<file path="config.mk">
export PLATFORM = sky130hd
export DESIGN_NAME = alu_pipe
export DESIGN_NICKNAME = d
export VERILOG_FILES = /design/src/rtl/alu_pkg.sv /design/src/rtl/alu_mul_seq.sv /design/src/rtl/alu_pipe.sv
export SDC_FILE = /design/constraint.sdc
export NUM_CORES = 1
export LEC_CHECK = 0
export CORE_MARGIN = 2
export CORE_UTILIZATION = 39
export DETAILED_ROUTE_END_ITERATION = 8
export HOLD_SLACK_MARGIN = 0.12
export PLACE_DENSITY_LB_ADDON = 0.12
export SLEW_MARGIN = 20
export SYNTH_ARGS = -nofsm -noshare
export SYNTH_HDL_FRONTEND = slang
export SYNTH_SLANG_ARGS = --single-unit
</file>
<file path="constraint.sdc">
create_clock -name clk -period 2.8 [get_ports clk]
set_input_delay 0.28 -clock clk [delete_from_list [all_inputs] [get_ports clk]]
set_output_delay 0.28 -clock clk [all_outputs]
set_load 0.1 [all_outputs]
</file>
<file path="src/rtl/alu_pkg.sv">
// Shared opcode encodings and multiply-sequencer state type for the pipelined ALU.
package alu_pkg;

  localparam logic [3:0] OP_ADD = 4'd0;
  localparam logic [3:0] OP_SUB = 4'd1;
  localparam logic [3:0] OP_AND = 4'd2;
  localparam logic [3:0] OP_OR  = 4'd3;
  localparam logic [3:0] OP_XOR = 4'd4;
  localparam logic [3:0] OP_NOT = 4'd5;
  localparam logic [3:0] OP_SHL = 4'd6;
  localparam logic [3:0] OP_SHR = 4'd7;
  localparam logic [3:0] OP_INC = 4'd8;
  localparam logic [3:0] OP_DEC = 4'd9;
  localparam logic [3:0] OP_ADC = 4'd10;
  localparam logic [3:0] OP_SBB = 4'd11;
  localparam logic [3:0] OP_MUL = 4'd12;

  typedef enum logic [1:0] {
    S_IDLE = 2'd0,
    S_RUN  = 2'd1,
    S_LOAD = 2'd2
  } mul_state_e;

endpackage

</file>
<file path="src/rtl/alu_mul_seq.sv">
// Iterative shift-add multiplier: the first partial product is taken on the start
// edge, so the full product is ready (done=1) WIDTH-1 cycles after start.
module alu_mul_seq #(
  parameter int WIDTH = 8
) (
  input  logic               clk,
  input  logic               rst,
  input  logic               i_start,
  input  logic [WIDTH-1:0]   i_a,
  input  logic [WIDTH-1:0]   i_b,
  output logic               o_done,
  output logic [2*WIDTH-1:0] o_product
);

  localparam int CW = $clog2(WIDTH);

  logic               r_act;
  logic [CW-1:0]      r_cnt;
  logic [2*WIDTH-1:0] r_mcand;
  logic [2*WIDTH-1:0] r_prod;
  logic [WIDTH-1:0]   r_mplr;

  always_ff @(posedge clk or posedge rst) begin
    if (rst) begin
      r_act   <= 1'b0;
      r_cnt   <= '0;
      r_mcand <= '0;
      r_prod  <= '0;
      r_mplr  <= '0;
    end else if (i_start) begin
      r_act   <= 1'b1;
      r_cnt   <= CW'(WIDTH - 1);
      r_prod  <= i_b[0] ? {{WIDTH{1'b0}}, i_a} : '0;
      r_mcand <= {{WIDTH{1'b0}}, i_a} << 1;
      r_mplr  <= i_b >> 1;
    end else if (r_act) begin
      if (r_cnt != '0) begin
        r_prod  <= r_prod + (r_mplr[0] ? r_mcand : '0);
        r_mcand <= r_mcand << 1;
        r_mplr  <= r_mplr >> 1;
        r_cnt   <= r_cnt - 1'b1;
      end else begin
        r_act <= 1'b0;
      end
    end
  end

  assign o_done    = r_act & (r_cnt == '0);
  assign o_product = r_prod;

endmodule

</file>
<file path="src/rtl/alu_pipe.sv">
// Registered ALU with valid/ready on both sides, carry chaining for ADC/SBB and a
// multi-cycle multiply. Single-cycle ops load the output register on the accept edge.
module alu_pipe
  import alu_pkg::*;
#(
  parameter int WIDTH  = 8,
  parameter int MUL_EN = 1
) (
  input  logic             clk,
  input  logic             rst,
  input  logic             in_valid,
  output logic             in_ready,
  input  logic [3:0]       opcode,
  input  logic [WIDTH-1:0] a,
  input  logic [WIDTH-1:0] b,
  output logic             out_valid,
  input  logic             out_ready,
  output logic [WIDTH-1:0] result,
  output logic             carry,
  output logic             s,
  output logic             z,
  output logic             p,
  output logic             v,
  output logic             busy
);

  localparam bit HAS_MUL = (MUL_EN != 0);

  mul_state_e         r_state, w_state_nxt;
  logic               r_out_valid, r_carry, r_s, r_z, r_p, r_v;
  logic [WIDTH-1:0]   r_result;

  logic               w_fire, w_is_mul, w_mul_fire, w_single_fire, w_load;
  logic               w_mul_done;
  logic [2*WIDTH-1:0] w_product;
  logic [WIDTH-1:0]   w_res, w_opb, w_res_n;
  logic [WIDTH:0]     w_sum;
  logic               w_c, w_v, w_cin, w_c_n, w_v_n;

  assign busy          = (r_state == S_RUN);
  assign in_ready      = ~rst & ~busy & (~r_out_valid | out_ready);
  assign w_fire        = in_valid & in_ready;
  assign w_is_mul      = HAS_MUL && (opcode == OP_MUL);
  assign w_mul_fire    = w_fire & w_is_mul;
  assign w_single_fire = w_fire & ~w_is_mul;

  alu_mul_seq #(.WIDTH(WIDTH)) u_mul (
    .clk       (clk),
    .rst       (rst),
    .i_start   (w_mul_fire),
    .i_a       (a),
    .i_b       (b),
    .o_done    (w_mul_done),
    .o_product (w_product)
  );

  always_ff @(posedge clk or posedge rst) begin
    if (rst) r_state <= S_IDLE;
    else     r_state <= w_state_nxt;
  end

  // LOAD is the cycle the product is presented; it accepts like IDLE.
  always_comb begin
    w_state_nxt = r_state;
    case (r_state)
      S_IDLE, S_LOAD: w_state_nxt = w_mul_fire ? S_RUN : S_IDLE;
      S_RUN:          if (w_mul_done) w_state_nxt = S_LOAD;
      default:        w_state_nxt = S_IDLE;
    endcase
  end

  always_comb begin
    w_res = a;
    w_c   = r_carry;
    w_v   = 1'b0;
    w_opb = b;
    w_cin = 1'b0;
    w_sum = '0;
    case (opcode)
      OP_ADD, OP_INC, OP_ADC: begin
        if (opcode == OP_INC) w_opb = WIDTH'(1);
        if (opcode == OP_ADC) w_cin = r_carry;
        w_sum = {1'b0, a} + {1'b0, w_opb} + (WIDTH+1)'(w_cin);
        w_res = w_sum[WIDTH-1:0];
        w_c   = w_sum[WIDTH];
        w_v   = (a[WIDTH-1] == w_opb[WIDTH-1]) & (w_res[WIDTH-1] != a[WIDTH-1]);
      end
      OP_SUB, OP_DEC, OP_SBB: begin
        if (opcode == OP_DEC) w_opb = WIDTH'(1);
        if (opcode == OP_SBB) w_cin = r_carry;
        // Bit WIDTH of the extended difference is the borrow.
        w_sum = {1'b0, a} - {1'b0, w_opb} - (WIDTH+1)'(w_cin);
        w_res = w_sum[WIDTH-1:0];
        w_c   = w_sum[WIDTH];
        w_v   = (a[WIDTH-1] != w_opb[WIDTH-1]) & (w_res[WIDTH-1] != a[WIDTH-1]);
      end
      OP_AND: begin w_res = a & b; w_c = 1'b0; end
      OP_OR:  begin w_res = a | b; w_c = 1'b0; end
      OP_XOR: begin w_res = a ^ b; w_c = 1'b0; end
      OP_NOT: begin w_res = ~a;    w_c = 1'b0; end
      OP_SHL: begin w_res = a << 1; w_c = a[WIDTH-1]; end
      OP_SHR: begin w_res = a >> 1; w_c = a[0]; end
      default: ;
    endcase
  end

  assign w_load  = w_single_fire | w_mul_done;
  assign w_res_n = w_mul_done ? w_product[WIDTH-1:0] : w_res;
  assign w_c_n   = w_mul_done ? |w_product[2*WIDTH-1:WIDTH] : w_c;
  assign w_v_n   = w_mul_done ? 1'b0 : w_v;

  // r_carry doubles as the chaining carry for ADC/SBB.
  always_ff @(posedge clk or posedge rst) begin
    if (rst) begin
      r_out_valid <= 1'b0;
      r_result    <= '0;
      r_carry     <= 1'b0;
      r_s         <= 1'b0;
      r_z         <= 1'b0;
      r_p         <= 1'b0;
      r_v         <= 1'b0;
    end else if (w_load) begin
      r_out_valid <= 1'b1;
      r_result    <= w_res_n;
      r_carry     <= w_c_n;
      r_s         <= w_res_n[WIDTH-1];
      r_z         <= (w_res_n == '0);
      r_p         <= ~^w_res_n;
      r_v         <= w_v_n;
    end else if (out_ready) begin
      r_out_valid <= 1'b0;
    end
  end

  assign out_valid = r_out_valid;
  assign result    = r_result;
  assign carry     = r_carry;
  assign s         = r_s;
  assign z         = r_z;
  assign p         = r_p;
  assign v         = r_v;

endmodule
</file>
# ---- Word level (Yosys, flattened, before mapping)
# Index checks and enable logic that the tools add are counted.
dict set report word_totals {
  output_inout_bits 16
  elab_cells 109
  inputBits 24
  regBits 60
}
dict set report op_classes {
  muxes 36
  bitwise 18
  eq_ne 19
  reduce_logical 17
  n_addsub 6
}
# cell n
set op_table {}
lappend op_table {{$mux W16} 7}
lappend op_table {{$mux W8} 9}
lappend op_table {{$pmux W8 S8} 1}
lappend op_table {{$eq A4 B4 Y1 const B} 5}
lappend op_table {{$add A16 B16 Y16} 1}
lappend op_table {{$eq A4 B3 Y1 const B} 4}
lappend op_table {{$mux W1} 12}
lappend op_table {{$add A8 B8 Y9} 1}
lappend op_table {{$add A9 B1 Y9} 1}
lappend op_table {{$mux W3} 3}
lappend op_table {{$sub A8 B8 Y9} 1}
lappend op_table {{$sub A9 B1 Y9} 1}
lappend op_table {{$and A1 B1 Y1} 8}
lappend op_table {{$and A8 B8 Y8} 1}
lappend op_table {{$eq A4 B2 Y1 const B} 2}
lappend op_table {{$logic_not A8 Y1} 1}
lappend op_table {{$not A8 Y8} 1}
lappend op_table {{$or A8 B8 Y8} 1}
lappend op_table {{$reduce_or A8 Y1} 1}
lappend op_table {{$reduce_xnor A8 Y1} 1}
lappend op_table {{$xor A8 B8 Y8} 1}
lappend op_table {{$reduce_bool A2 Y1} 3}
lappend op_table {{$reduce_bool A6 Y1} 1}
lappend op_table {{$reduce_or A3 Y1} 2}
lappend op_table {{20 further kinds} 27}

# ---- Depth between registers and ports, before layout
dict set report depth {
  ltp_word 9
  depth_mapped 18
  mapped_depth_nobuf 18
}

# ---- Cells and area by module
# Synthesis repeated with hierarchy kept, for this count alone.
dict set report unflattened {
  hier_cells 653
  hier_area_um2 5485.3
}
# mod instances area_each_um2 cells_each seq_area_each_um2
set modules_own_cells {}
lappend modules_own_cells {alu_pipe 1 2830.2 355 375.4}
lappend modules_own_cells {alu_mul_seq 1 2655.0 298 1051.0}

# ---- Worst setup path after synthesis
# OpenSTA, ideal clock, no wires.
dict set report synth_timing {
  path_kind {reg2reg}
  start {register r_carry, in the netlist carry}
  end {register r_p, in the netlist p}
  t_arrival_ns 3.601
  path_buffers 0
  path_slack_ns -0.940
  required_time_ns 2.661
  stages_incl_launch_ff 15
  setup_ns 0.139
  synth_period_minus_slack_ns 3.740
  path_cell_list {dfrtp_1 nand3b_1 nor2_1 fa_1 ha_1 o21ai_0 nand2_1 a41oi_1 xnor2_1 a221oi_1 a2bb2oi_1 ha_1 xnor2_1 xnor2_1 o21ai_0}
}
dict set report synth_via {
  elab_chain_cells 6
  elab_cells_between_ends 9
  classes_between {2 x add/sub; 6 x mux; 1 x reduce/logical}
}
# item line_no
set synth_lines {}
lappend synth_lines {{start: declaration} alu_pipe.sv:30} ;# logic r_out_valid, r_carry, r_s, r_z, r_p, r_v;
lappend synth_lines {{start signal: assignment} alu_pipe.sv:125} ;# r_carry <= w_c_n;
lappend synth_lines {{$mux W1, on equally long branches} {alu_pipe.sv:90, alu_pipe.sv:82}}
lappend synth_lines {{$mux W1} alu_pipe.sv:79} ;# case (opcode)
lappend synth_lines {{$sub A9 B1 Y9 / $add A9 B1 Y9 (equally long branches)} {alu_pipe.sv:92, alu_pipe.sv:83}}
lappend synth_lines {{$pmux W8 S8 *} alu_pipe.sv:79}
lappend synth_lines {{$mux W8 *} alu_pipe.sv:108} ;# assign w_res_n = w_mul_done ? w_product[WIDTH-1:0] : w_res;
lappend synth_lines {{$reduce_xnor A8 Y1 *} alu_pipe.sv:128} ;# r_p <= ~^w_res_n;
lappend synth_lines {{end signal: assignment} alu_pipe.sv:128}
lappend synth_lines {{end: declaration} alu_pipe.sv:30}
# Mark *: on every way between the ends. The rest lies on a longest branch, timed or not. The select of a mux whose other input is x is not followed.
# A chain may end at the register's enable or synchronous reset.

# ---- Final worst setup path
# Same ends and word-level chain as after synthesis.

==> metrics.md <==
| Metric | Value |
|---|---|
| Yosys cell types | `just over 60` |
| Largest net degree at the start of global routing | `58` |
| Worst hold slack across all endpoints | `467 ps` |
| Cells on Worst Hold Path | `1` |
| Leakage power figure | `3.42 nW` |
| Top-Level Pins | `40` |
| Number of CTS-inserted buffers | `9` |
| Iteration-0 DRC count of the detailed router | `359` |
| Global-route wire length before repair | `26.7 mm` |
| Num rows | `42` |
| Commonest register cell after synthesis | `dfrtp_1` |
| Final instance area | `slightly above 0.007 mm^2` |
| Area added between synthesis and finish | `39.5%` |
| Cell Area, Placed | `roughly 0.0066 mm^2` |
| Most common cell in the synthesized netlist | `nand2_1` |
| Arrival time at the worst endpoint | `between 3000 and 4000 ps` |
| Hold bufs inserted after CTS | `0` |
| Setup TNS | `-736 ps` |
| Type of the tightest min-delay check | `reg2reg` |
| Kind of cell adding the most delay to the critical path | `adder cells` |
| Detailed-routing iteration count for the pre-antenna-repair pass | `5` |
| Clock edge transition at the registers on the reported setup and hold paths | `roughly 60 ps` |
| Maximum capacitance violations | `0` |
| CP Max Fanout | `2` |
| Final antenna-violating net count | `0` |
| Fin. max-slew vios | `0` |
| Die Ht | `~120 um` |
| Startpoint of the lowest-slack hold path | `r_state[0]` |
| Maximum resistive drop on vdd | `roughly 510 uV` |
| Detail-routed via count per cell | `~5.5` |
| Sink count of the clock tree | `57` |
| Number of synthesized flops with an enable pin | `0` |
| Leftover overflow at the end of global routing | `0` |
| Depth of the CTS H-tree | `3` |
| Placer Congestion | `~1.0` |
| IO buf count | `39` |
| Setup repair after global routing missed its margin | `yes` |
| Min cycle time layout | `3250 ps` |
| Startpoint types | `flop` |
| Chain of cells forming the critical path | `nand3b_1 > nor2_2 > fa_1 > inv_2 > ha_4 > o21ai_4 > nand2_2 > a41oi_2 > xnor2_2 > a221oi_2 > buf_4 > a2bb2oi_2 > ha_1 > xnor2_2 > xnor2_1 > o21ai_1` |
| Ys async rst share | `between 90% and 100%` |
| Highest Clock Rate | `between 0.3 and 0.4 GHz` |
| Area fraction of the dominant cell type after synthesis | `27.5%` |
| Number of synthesized register bits | `57` |
| Synth Cell Area | `a little over 0.005 mm^2` |
| Dominant cells by area after synthesis | `dfrtp_1 28%, ha_1 14%, nand2_1 7.3%` |
| Worst path buffer plus inverter count | `2` |
| Number of warning messages in the yosys log | `0` |
| Bufs on Longest Clock Path | `2` |
| DRC errors left | `0` |
| Max-Slew Margin vs Limit | `between 50% and 60%` |
| Overall die area | `between 0.01 and 0.015 mm^2` |
| Violated checks | `setup timing` |
| Part of the cycle the worst path needs | `116%` |
| Setup violation total in the final timing report | `4` |
| Detailed Route WL | `approximately 17 mm` |
| Vias in the first global route | `5234` |
| Top cells by count, synth | `101 x nand2_1, 61 x nor2_1, 57 x dfrtp_1, 57 x ha_1` |
| Clock latency of the later-clocked register in the worst-skew pair | `330 ps` |
| Max stage delay on crit path | `530 ps` |
| Startpoint of the most critical register-to-register path | `carry` |
| Crit. End Element | `flop` |
| Worst-case hold path end point | `r_state[0]` |
| Syn Nets | `between 700 and 800` |
| Crit path required time | `just over 3000 ps` |
| TritonCTS clock tree | `yes` |
| Overall track demand over capacity in global routing | `about a quarter` |
| Antenna violations before repair | `0` |
| Maximum clock skew at final layout | `7.90 ps` |
| Worst setup slack after layout | `-453 ps` |
| Synthesized instance count | `between 600 and 700` |
| Detailed-route wire length per cell | `~17 um` |
| Sequential fraction of the synthesis area | `about 28%` |
| Cell at the slowest stage of the critical path | `fa_1` |
| Worst-margin pin slew | `around 750 ps` |
| Worst reg2reg path depth | `16` |
| Average size of a mapped cell | `between 7 and 8 um^2` |
| Total inserted antenna cells | `0` |
| Net total in the final layout | `897` |
| Total power divided by cell area | `approximately 840 mW/mm^2` |
| Area of the core | `between 0.01 and 0.015 mm^2` |
| Number of vias after detailed routing | `between 5k and 6k` |
| Initial cell density of the core | `39.5%` |
| Detailed placer's ending HPWL | `approximately 13 mm` |
| Post-synth top area cell | `dfrtp_1` |
| Startpoint-to-endpoint class of the critical path | `reg2reg` |
| Reg-to-reg setup timing slack | `-450 ps` |
| Endpoint of the worst-slack reg-to-reg timing path | `p` |
| Critical Path Most Common Cell | `xnor2_2` |
| Buffer cell driving the clock tree root | `clkbuf_16` |
| Die Wd | `~120 um` |
| Final core utilization | `55.0%` |
| Hold violation total from the final report | `0` |
| Fraction of layout cells with a size suffix above 1 | `~28%` |
| Status | `finished, violations left` |
## placed cells by master (no fill, tap or decap), drive strengths merged, types with 4 or more instances in the layout
| cell type | netlist | final |
|---|---|---|
| nor3 | 11 | 11 |
| nand3b | 4 | 4 |
| nand3 | 10 | 10 |
| dfrtp | 57 | 57 |
| nor2b | 9 | 9 |
| or3 | 4 | 4 |
| clkdlybuf4s50 | 0 | 17 |
| a211oi | 5 | 5 |
| mux2i | 4 | 4 |
| a21o | 10 | 10 |
| nor2 | 61 | 61 |
| xnor2 | 17 | 17 |
| buf | 9 | 145 |
| xor2 | 9 | 9 |
| clkbuf | 24 | 10 |
| nand2 | 101 | 101 |
| a22oi | 10 | 10 |
| o21ai | 43 | 43 |
| a21boi | 6 | 6 |
| fa | 5 | 5 |
| o21a | 4 | 4 |
| nand2b | 12 | 12 |
| ha | 57 | 57 |
| inv | 47 | 46 |
| o22ai | 7 | 7 |
| a21oi | 47 | 47 |
| a31oi | 29 | 29 |
| and2 | 16 | 16 |
## power breakdown
| group | internal (mW) | total, mW | switching, mW |
|---|---|---|---|
| sequential | 1.20 | 1.48 | 0.280 |
| combinational | 1.30 | 3.32 | 2.03 |
| clock | 0.868 | 1.28 | 0.415 |
## worst max path at each step
stage,from,end,slack [ps],depth (start not counted)
2_1_floorplan,carry,p,-490,16
3_3_place_gp,opcode[2],p,-1130,15
3_5_place_dp,opcode[1],p,-1220,16
4_1_cts,carry,p,-460,16
5_1_grt,carry,p,-570,16
6_report,carry,p,-450,16
## registers in the layout, indices dropped and copies added (netlist names)
register	count
r_state	2
z	1
p	1
out_valid	1
u_mul.r_mcand	15
s	1
carry	1
u_mul.r_cnt	3
u_mul.r_act	1
v	1
u_mul.r_mplr	7
u_mul.o_product	16
result	7
## through the flow
step,std cells,worst slack (ps),total power [mW]
after floorplan,665,-488,3.72
after global placement,963,-1130,4.56
after detailed placement,963,-1220,4.63
after CTS,985,-456,5.97
after global routing,992,-573,6.48
final,992,-453,6.08
## worst reg2reg max path, stage by stage (launching register included)
cell and delay, ps:
dfrtp_2 420, nand3b_1 140, nor2_2 60, fa_1 530, inv_2 60, ha_4 160
o21ai_4 150, nand2_2 100, a41oi_2 220, xnor2_2 120, a221oi_2 240, buf_4 170
a2bb2oi_2 150, ha_1 270, xnor2_2 150, xnor2_1 130, o21ai_1 90
## layout make-up
cell class / count / area, um^2
fill: 1267 / 5910
multi-input combinational: 528 / 3730
sequential: 57 / 1430
timing repair buffer: 168 / 1330
clock buffer: 9 / 225
tap: 176 / 220
inverter: 47 / 180
clock inverter: 7 / 119
## routing by layer
layer / vias up / routed length, um / share of wire [%] / GRT usage (%)
li1: 2631 / - / - / -
met1: 2597 / 7590 / 44 / 30.9
met2: 150 / 8250 / 48 / 40.7
met3: 35 / 757 / 4.4 / 3.50
met4: 0 / 504 / 2.9 / 8.75
met5: - / 0 / 0 / 0
## cell families (layout without fill, tap and decap cells)
group	count (synthesis)	count (layout)	share of synthesized area, %
and+or+nand+nor	245	245	22.1
AOI/OAI and AO/OA	190	190	23.3
buffers and inverters	80	231	6.03
adders and majority gates	62	62	15.7
DFF	57	57	27.5
xor gates and xnor gates	26	26	4.39
muxes	5	5	0.989
## timing repair
item / CTS / global route
pin swaps: 12 / 26
resized for setup: 27 / 36
buffers inserted: 6 / 7
setup endpoints to repair: 8 / 10
Power figures use the tool's default switching activity.
